===== config.mk =====
export PLATFORM = sky130hd
export DESIGN_NAME = battery_discharge_controller
export DESIGN_NICKNAME = d
export VERILOG_FILES = /design/src/rtl/battery_discharge_controller.sv
export SDC_FILE = /design/constraint.sdc
export NUM_CORES = 1
export LEC_CHECK = 0
export ABC_CLOCK_PERIOD_IN_PS = 6700
export CORE_UTILIZATION = 30
export DETAILED_ROUTE_END_ITERATION = 6
export SYNTH_ARGS = -nofsm -noshare
export SYNTH_HDL_FRONTEND = slang
export SYNTH_SLANG_ARGS = --single-unit

===== constraint.sdc =====
create_clock -name clk -period 6.7 [get_ports clk]
set_input_delay 0.67 -clock clk [delete_from_list [all_inputs] [get_ports clk]]
set_output_delay 0.67 -clock clk [all_outputs]
set_load 0.01 [all_outputs]

===== src/rtl/battery_discharge_controller.sv =====
// battery_discharge_controller
// Meters battery drain while a load runs: a prescaled drain tick removes a
// mode-dependent percentage from battery_level, the load is throttled below
// LOW_THRESH and disconnected at CUTOFF_LEVEL. level_load/level_in resync the
// level from the charger side.
// Optional feature: define DRAIN_ACCOUNTING_EN to add the consumed_total port
// and its saturating drain counter.
module battery_discharge_controller #(
   parameter int INIT_LEVEL   = 100,
   parameter int LOW_THRESH   = 20,
   parameter int CUTOFF_LEVEL = 5,
   parameter int TICK_DIV     = 4,
   parameter int CNT_W        = 16
) (
   input  logic             clk,
   input  logic             reset,
   input  logic             charger_plugged,
   input  logic             load_request,
   input  logic [1:0]       load_mode,
   input  logic             level_load,
   input  logic [7:0]       level_in,
   output logic [7:0]       battery_level,
   output logic             load_enable,
   output logic             low_battery,
   output logic             drain_tick,
   output logic [1:0]       present_state
`ifdef DRAIN_ACCOUNTING_EN
   ,
   output logic [CNT_W-1:0] consumed_total
`endif
);

   localparam logic [1:0] S_IDLE      = 2'b00;
   localparam logic [1:0] S_DISCHARGE = 2'b01;
   localparam logic [1:0] S_LOW_POWER = 2'b10;
   localparam logic [1:0] S_CUTOFF    = 2'b11;

   localparam logic [7:0] LVL_INIT = 8'(INIT_LEVEL);
   localparam logic [7:0] LVL_LOW  = 8'(LOW_THRESH);
   localparam logic [7:0] LVL_CUT  = 8'(CUTOFF_LEVEL);
   localparam logic [7:0] LVL_MAX  = 8'd100;

   localparam int         PW   = (TICK_DIV > 1) ? $clog2(TICK_DIV) : 1;
   localparam logic [PW-1:0] PMAX = PW'(TICK_DIV - 1);

   // Level subtraction that stops at empty instead of wrapping to 255.
   function automatic logic [7:0] sat_sub(input logic [7:0] a, input logic [1:0] b);
      if (a > {6'd0, b}) return a - {6'd0, b};
      else               return 8'd0;
   endfunction

   // Levels coming from the charger side are clamped to a full battery.
   function automatic logic [7:0] clamp_level(input logic [7:0] v);
      if (v > LVL_MAX) return LVL_MAX;
      else             return v;
   endfunction

   logic [1:0]    state_q, state_d;
   logic [7:0]    level_q, level_d;
   logic          load_en_q, load_en_d;
   logic          low_q, low_d;
   logic          tick_q, tick_d;
   logic [PW-1:0] presc_q, presc_d;
   logic          active;
   logic          wrap;
   logic          run_req;
   logic [1:0]    rate;

   assign run_req = load_request && (load_mode != 2'b00);

   // Next-state selection, evaluated on the pre-edge level.
   always_comb begin
      state_d = state_q;
      if (charger_plugged) begin
         state_d = S_IDLE;
      end else begin
         case (state_q)
            S_IDLE: begin
               if (run_req) begin
                  if (level_q <= LVL_CUT)      state_d = S_CUTOFF;
                  else if (level_q <= LVL_LOW) state_d = S_LOW_POWER;
                  else                         state_d = S_DISCHARGE;
               end
            end
            S_DISCHARGE: begin
               if (!run_req)                state_d = S_IDLE;
               else if (level_q <= LVL_LOW) state_d = S_LOW_POWER;
            end
            S_LOW_POWER: begin
               if (!run_req)                state_d = S_IDLE;
               else if (level_q <= LVL_CUT) state_d = S_CUTOFF;
            end
            default: state_d = S_CUTOFF;
         endcase
      end
      load_en_d = (state_d == S_DISCHARGE) || (state_d == S_LOW_POWER);
   end

   // Prescaler, drain rate and level update; a level load overrides a tick.
   always_comb begin
      active  = (state_q == S_DISCHARGE) || (state_q == S_LOW_POWER);
      wrap    = active && (presc_q == PMAX) && !level_load;
      presc_d = presc_q;
      if (!active || level_load) presc_d = '0;
      else if (presc_q == PMAX)  presc_d = '0;
      else                       presc_d = presc_q + 1'b1;

      rate = 2'd0;
      if (state_q == S_DISCHARGE)      rate = load_mode;
      else if (state_q == S_LOW_POWER) rate = (load_mode != 2'b00) ? 2'd1 : 2'd0;

      level_d = level_q;
      if (level_load) level_d = clamp_level(level_in);
      else if (wrap)  level_d = sat_sub(level_q, rate);

      tick_d = wrap;
      low_d  = (level_d <= LVL_LOW);
   end

   // Registered state, level and outputs with synchronous reset.
   always_ff @(posedge clk) begin
      if (reset) begin
         state_q   <= S_IDLE;
         level_q   <= LVL_INIT;
         load_en_q <= 1'b0;
         low_q     <= (LVL_INIT <= LVL_LOW);
         tick_q    <= 1'b0;
         presc_q   <= '0;
      end else begin
         state_q   <= state_d;
         level_q   <= level_d;
         load_en_q <= load_en_d;
         low_q     <= low_d;
         tick_q    <= tick_d;
         presc_q   <= presc_d;
      end
   end

   assign battery_level = level_q;
   assign load_enable   = load_en_q;
   assign low_battery   = low_q;
   assign drain_tick    = tick_q;
   assign present_state = state_q;

`ifdef DRAIN_ACCOUNTING_EN
   // Counter growth that sticks at all-ones instead of wrapping.
   function automatic logic [CNT_W-1:0] sat_add(input logic [CNT_W-1:0] a, input logic [7:0] b);
      logic [CNT_W:0] sum;
      sum = {1'b0, a} + (CNT_W + 1)'(b);
      if (sum[CNT_W]) return '1;
      else            return sum[CNT_W-1:0];
   endfunction

   logic [CNT_W-1:0] consumed_q, consumed_d;

   // Accumulates the amount actually removed (post-saturation) on each tick.
   always_comb begin
      consumed_d = consumed_q;
      if (wrap) consumed_d = sat_add(consumed_q, level_q - level_d);
   end

   // Drain counter register, cleared only by reset.
   always_ff @(posedge clk) begin
      if (reset) consumed_q <= '0;
      else       consumed_q <= consumed_d;
   end

   assign consumed_total = consumed_q;
`endif

endmodule


==> qor.yml, run 1 <==
clocking:
  cts_tree: "built"
  clkLatencyLatePin_ns: 0.25
  cts_root_buffer: "clkbuf_8"
  ctsResizeCount: 0
  clk_pin_slew_ns: 0.06
  postCtsHoldBufs: 0
  post_cts_buffers: 0
  cts_sinks: 15
  ctsHtreeMaxLevel: 1
  cts_buffer_depth: 2
  cts_buffers: 3
drt:
  viasPerCell: 5.37
  antenna_left: 0
  drt_iter0_markers: 32
  drc: 0
  vias: 1106
  wirelength_um: 2840
  wl_per_cell_um: 13.8
  drtPass1Iterations: 4
run:
  maxCapViolCount: 0
layout:
  instances_no_fill: 206
  finish.net_count: 184
  syn_to_final_growth_pct: 31.1
  n_antenna_cell: 0
  final_cell_area_mm2: 0.00147
  layout-drive-gt1-share_pct: 6.88
setup_path:
  cp_num_buf_inv: 2
  slowest_delay_ns: 0.50
  r2r_slack_ns: 3.93
  crit_path_max_fanout: 3
  endpoint_kind: "flip-flop"
  cp-startpoint: "load_mode[1]"
  reg2reg_to: "low_battery"
  critPathRequiredTime_ns: 6.83
  rr_startpoint: "present_state[1]"
  startpoint_type: "primary input"
  slowest_stage: "clkdlybuf4s50_1"
  cp_common_cell: "o22ai_1"
  cp_cell_sequence: "clkdlybuf4s50_1, a21oi_1, nor2_1, ha_1, inv_1, fa_1, and4bb_1, xor2_1, o22ai_1, a222oi_1, o22ai_1"
  worstPathArrival_ns: 3.06
  worst-path-stages: 11
  r2r_cells: 13
  critical_path_class: "in -> reg"
  critPathTopFamily: "compound AO/OA/AOI/OAI gates"
  crit_end: "low_battery"
logic_synthesis:
  yosysWarnings: 0
  synth_async_sr_flop_share_pct: 0
  synthCells: 133
  synth_nets: 156
  ys_seq_area_share_pct: 26.8
  avgSynthCellArea_um2: 8.44
  synth-edff-count: 0
  synth.ff_latch_count: 15
  synth_cell_type_count: 49
  netlist_area_mm2: 0.00112
  synth_ff_type: "dfxtp_1"
timing:
  max_slew.worst_pin.slew_ns: 0.617
  rsz0062_at_grt: "no"
  finalSetupTns_ns: 0
  maxSlewHeadroom_pct: 58.7
  fin_crit_sh_pct: 43.8
  finalMaxSlewViolations: 0
  fmaxAchievable_ghz: 0.341
  period_minus_slack_ns: 2.93
  hold_viol: 0
  setup_violations: 0
  finClkSkew_ns: 0.00228
global_routing:
  grt_util_met2_pct: 28.1
  grtUsageMet1_pct: 17.5
  grt_max_degree: 16
  gr-max-usage-layer: "met2"
  grt_pass1_wl_um: 4920
  use_met3_pct: 3.44
  grt_use_total_pct: 15.6
  grt-ovfl-total: 0
  antenna_found_initial: 0
  grt_pass1_vias: 1175
power:
  vdd_ir_drop_max_uv: 81.9
  sw_frac_of_total_pct: 28.4
  powerDensity_mw_per_mm2: 151
  seqPwrFrac_pct: 43.6
  power_leakage_uw: 0.000539
  power_uw: 222
  p_switching_uw: 63.0
  p_int_uw: 159
  combPwrFrac_pct: 22.1
  pwr-share-clk_pct: 34.3
run_status:
  status: "finished, final reports clean"
die:
  die_h_um: 63.2
  rows: 21
  start_util_pct: 32.4
  core_area_mm2: 0.00347
  fp.dieArea_mm2: 0.00399
  die_w_um: 63.2
  boundaryPins: 28
worst_hold_path:
  worstHoldPathType: "reg -> reg"
  min-delay-start: "presc_q[0]"
place:
  dpl.hpwl_um: 2280
  dp_cells: 202
  port_buffers: 27
  gp_congestion: 0.932
  placed_area_mm2: 0.00143
[kinds of logic (layout without fill, tap and decap cells)]
group | after synthesis | count (layout) | share of synthesized area, %
AOI/OAI and AO/OA | 43 | 43 | 28.0
muxes | 3 | 3 | 2.68
and+or+nand+nor | 50 | 50 | 25.6
DFF | 15 | 15 | 26.8
adders and majority gates | 8 | 8 | 9.59
buffers and inverters | 10 | 37 | 4.24
xor gates and xnor gates | 4 | 4 | 3.12
[per-stage QoR]
stage	setup WS, ns	utilization [%]	hold WS [ns]
global placement	3.59	41.1	0.413
detailed placement	3.52	41.1	0.426
global route	3.57	42.4	0.462
floorplan	4.13	-	0.405
CTS	3.77	42.4	0.435
finish	3.77	42.4	0.429
[registers in the layout, indices dropped and copies added (netlist names)]
| name | flops |
|---|---|
| battery_level | 8 |
| drain_tick | 1 |
| load_enable | 1 |
| low_battery | 1 |
| presc_q | 2 |
| present_state | 2 |
[synth_stat cells, drive strengths merged, types with 3 or more instances]
library cell / number / area [um2]
dfxtp: 15 / 300
ha: 7 / 87.6
o21ai: 8 / 40.0
inv: 6 / 22.5
mux2i: 3 / 30.0
nand2: 8 / 30.0
nor2: 16 / 60.1
nor3: 5 / 30.0
nor4: 3 / 25.0
nor2b: 3 / 18.8
a21oi: 8 / 40.0
o21a: 4 / 30.0
buf: 3 / 21.3
[metal layers]
metal  vias to the layer above  part of all wire, %
met5                         -                    0
met1                       508                   44
met3                         4                  5.3
li1                        554                    -
met2                        40                   49
met4                         0                  1.3
[worst min-delay path by stage]
stage	slack [ns]	to	depth (start not counted)
2_1_floorplan	0.41	presc_q[0]	1
3_3_place_gp	0.41	presc_q[0]	1
3_5_place_dp	0.43	presc_q[0]	1
4_1_cts	0.43	presc_q[0]	1
5_1_grt	0.46	presc_q[0]	1
6_report	0.43	presc_q[0]	1
[layout make-up]
class / count / area [um2]
clock inverter: 1 / 5.00
timing repair buffer: 27 / 270
sequential: 15 / 300
multi-input combinational: 108 / 774
tap: 46 / 57.6
fill: 367 / 2000
inverter: 6 / 22.5
clock buffer: 3 / 41.3
[power groups by stage]
stage / Sequential [uW] / Combinational [uW] / Clock (uW)
floorplan: 98.5 / 26.7 / 0
global placement: 98.6 / 47.7 / 0
detailed placement: 98.7 / 48.7 / 0
CTS: 96.7 / 49.0 / 78.6
global route: 97.4 / 53.9 / 83.6
finish: 96.7 / 49.0 / 76.1
[layout by cell type (no fill, tap or decap), types with 2 or more instances in the layout]
cell,instances
dfxtp_1,15
clkdlybuf4s50_1,27
a21boi_0,2
o22ai_1,2
and3b_1,2
nor3_1,4
a21oi_1,8
clkbuf_8,3
nor2_1,16
or3_1,2
a311o_1,2
nor4b_1,2
xnor2_1,2
ha_1,7
a22oi_1,2
inv_1,6
a31oi_1,2
nor4_1,2
nand2_1,8
nor2b_1,3
o211ai_1,2
o21ai_0,4
o21a_1,4
mux2i_1,3
o21ai_1,4
nand2b_1,2
xor2_1,2
Power figures use the tool's default switching activity.
==> inputs of run 2 (changes only) <==
Settings changed: ABC_CLOCK_PERIOD_IN_PS 6700 to 3050.
Clock period 6.7 ns to 3.05 ns, I/O delays scaled along.
==> qor.yml, run 2 (synthesis gave the netlist of run 1 again) <==
clocking:
  ctsHtreeMaxLevel: 1
  cts_sinks: 15
  clkLatencyLatePin_ns: 0.25
  cts_tree: "built"
  clk_pin_slew_ns: 0.06
  cts_buffer_depth: 2
  cts_buffers: 3
  cts_root_buffer: "clkbuf_8"
  postCtsHoldBufs: 0
global_routing:
  antenna_found_initial: 0
  grt_max_degree: 16
  grt-ovfl-total: 0
  grt_use_total_pct: 15.9
  grt_pass1_vias: 1163
  grt_pass1_wl_um: 5170
layout:
  final_cell_mix: "clkdlybuf4s50_1 (27), nor2_1 (16), dfxtp_1 (14), a21oi_1 (8), nand2_1 (8)"
  syn_to_final_growth_pct: 31.2
  finish.net_count: 184
  final_common_cell: "clkdlybuf4s50_1"
  instances_no_fill: 206
  n_antenna_cell: 0
  largest_reg_flops: 8
  fillers: 376
  layout-drive-gt1-share_pct: 7.50
drt:
  drc: 0
  drtPass1Iterations: 4
  vias: 1130
  drt_iter0_markers: 64
  wirelength_um: 2870
  antenna_left: 0
  wl_per_cell_um: 13.9
  viasPerCell: 5.49
setup_path:
  cp-startpoint: "present_state[0]"
  startpoint_type: "flip-flop"
  r2r_cells: 11
  reg2reg_to: "low_battery"
  crit_path_max_fanout: 7
  crit_end: "low_battery"
  critical_path_class: "reg -> reg"
  critPathRequiredTime_ns: 3.18
  endpoint_kind: "flip-flop"
  rr_startpoint: "present_state[0]"
  worstPathArrival_ns: 2.89
  r2r_slack_ns: 0.29
place:
  port_buffers: 27
  dp_cells: 202
  gp_congestion: 0.920
  dpl.hpwl_um: 2290
run:
  maxCapViolCount: 0
power:
  power_uw: 485
  vdd_ir_drop_max_uv: 137
  powerDensity_mw_per_mm2: 329
  power_leakage_uw: 0.000539
timing:
  finalSetupTns_ns: 0
  finClkSkew_ns: 0.00305
  maxSlewHeadroom_pct: 56.0
  rsz0062_at_grt: "no"
  setup_violations: 0
  fin_crit_sh_pct: 90.4
  hold_viol: 0
  fmaxAchievable_ghz: 0.363
  period_minus_slack_ns: 2.76
  finalMaxSlewViolations: 0
  max_slew.worst_pin.slew_ns: 0.652
die:
  boundaryPins: 28
  core_area_mm2: 0.00347
  start_util_pct: 32.4
  rows: 21
  fp.dieArea_mm2: 0.00399
  die_h_um: 63.2
  die_w_um: 63.2
run_status:
  status: "finished, final reports clean"
worst_hold_path:
  worstHoldPathType: "reg -> reg"
==> run 2: changes by cell type in the layout (fill, tap and decap cells not counted) <==
cell,previous run,this run
dfxtp_1,15,14
dfxtp_2,0,1
==> run 2: cell type report <==
type | count | area [um2] | area share (%)
Clock buffer | 3 | 41.3 | 2.80
Timing Repair Buffer | 27 | 270 | 18.4
Multi-Input combinational cell | 108 | 774 | 52.6
Clock inverter | 1 | 5.00 | 0.340
Tap cell | 46 | 57.6 | 3.91
Inverter | 6 | 22.5 | 1.53
Sequential cell | 15 | 302 | 20.5
==> run 2: how the worst min path moves through the flow <==
| stage | startpoint | end | slack, ns | depth (start not counted) |
|---|---|---|---|---|
| 3_5_place_dp | presc_q[0] | presc_q[0] | 0.43 | 1 |
| 2_1_floorplan | reset | battery_level[2] | 0.40 | 1 |
| 4_1_cts | presc_q[0] | presc_q[0] | 0.44 | 1 |
| 3_3_place_gp | presc_q[0] | presc_q[0] | 0.41 | 1 |
| 6_report | presc_q[0] | presc_q[0] | 0.44 | 1 |
| 5_1_grt | presc_q[0] | presc_q[0] | 0.46 | 1 |
==> run 2: metrics by stage <==
step | instance area, um2 | hold WS (ns) | util (%) | setup slack (ns)
4_1_cts | 1470 | 0.443 | 42.4 | 0.261
6_report | 1470 | 0.437 | 42.5 | 0.293
5_1_grt | 1470 | 0.462 | 42.5 | 0.00340
2_1_floorplan | 1120 | 0.399 | - | 0.485
3_3_place_gp | 1430 | 0.413 | 41.1 | 0.314
3_5_place_dp | 1430 | 0.434 | 41.1 | 0.233
==> run 2: timing repair <==
item	in CTS	in global routing
resized for setup	0	1
buffers inserted	0	0
endpoints found under the setup margin	0	1
==> run 2: metal layers <==
layer | track usage (%) | routed length, um | vias to the layer above
met4 | 5.52 | 57 | 0
met5 | 0 | 0 | -
met3 | 2.54 | 110 | 6
li1 | - | - | 558
met2 | 27.0 | 1360 | 33
met1 | 20.1 | 1330 | 533
==> run 2: where the power goes <==
part	switching, uW	internal, uW
Clock	74.3	90.6
Combinational	51.4	55.8
Sequential	10.2	203
Total	136	349
==> run 2: critical path: stages (launching register included) <==
cell	delay, ns
dfxtp_1	0.46
ha_1	0.27
nor2_1	0.08
nor2_1	0.12
ha_1	0.17
inv_1	0.05
fa_1	0.39
and4bb_1	0.35
xor2_1	0.21
o22ai_1	0.14
a222oi_1	0.30
o22ai_1	0.10
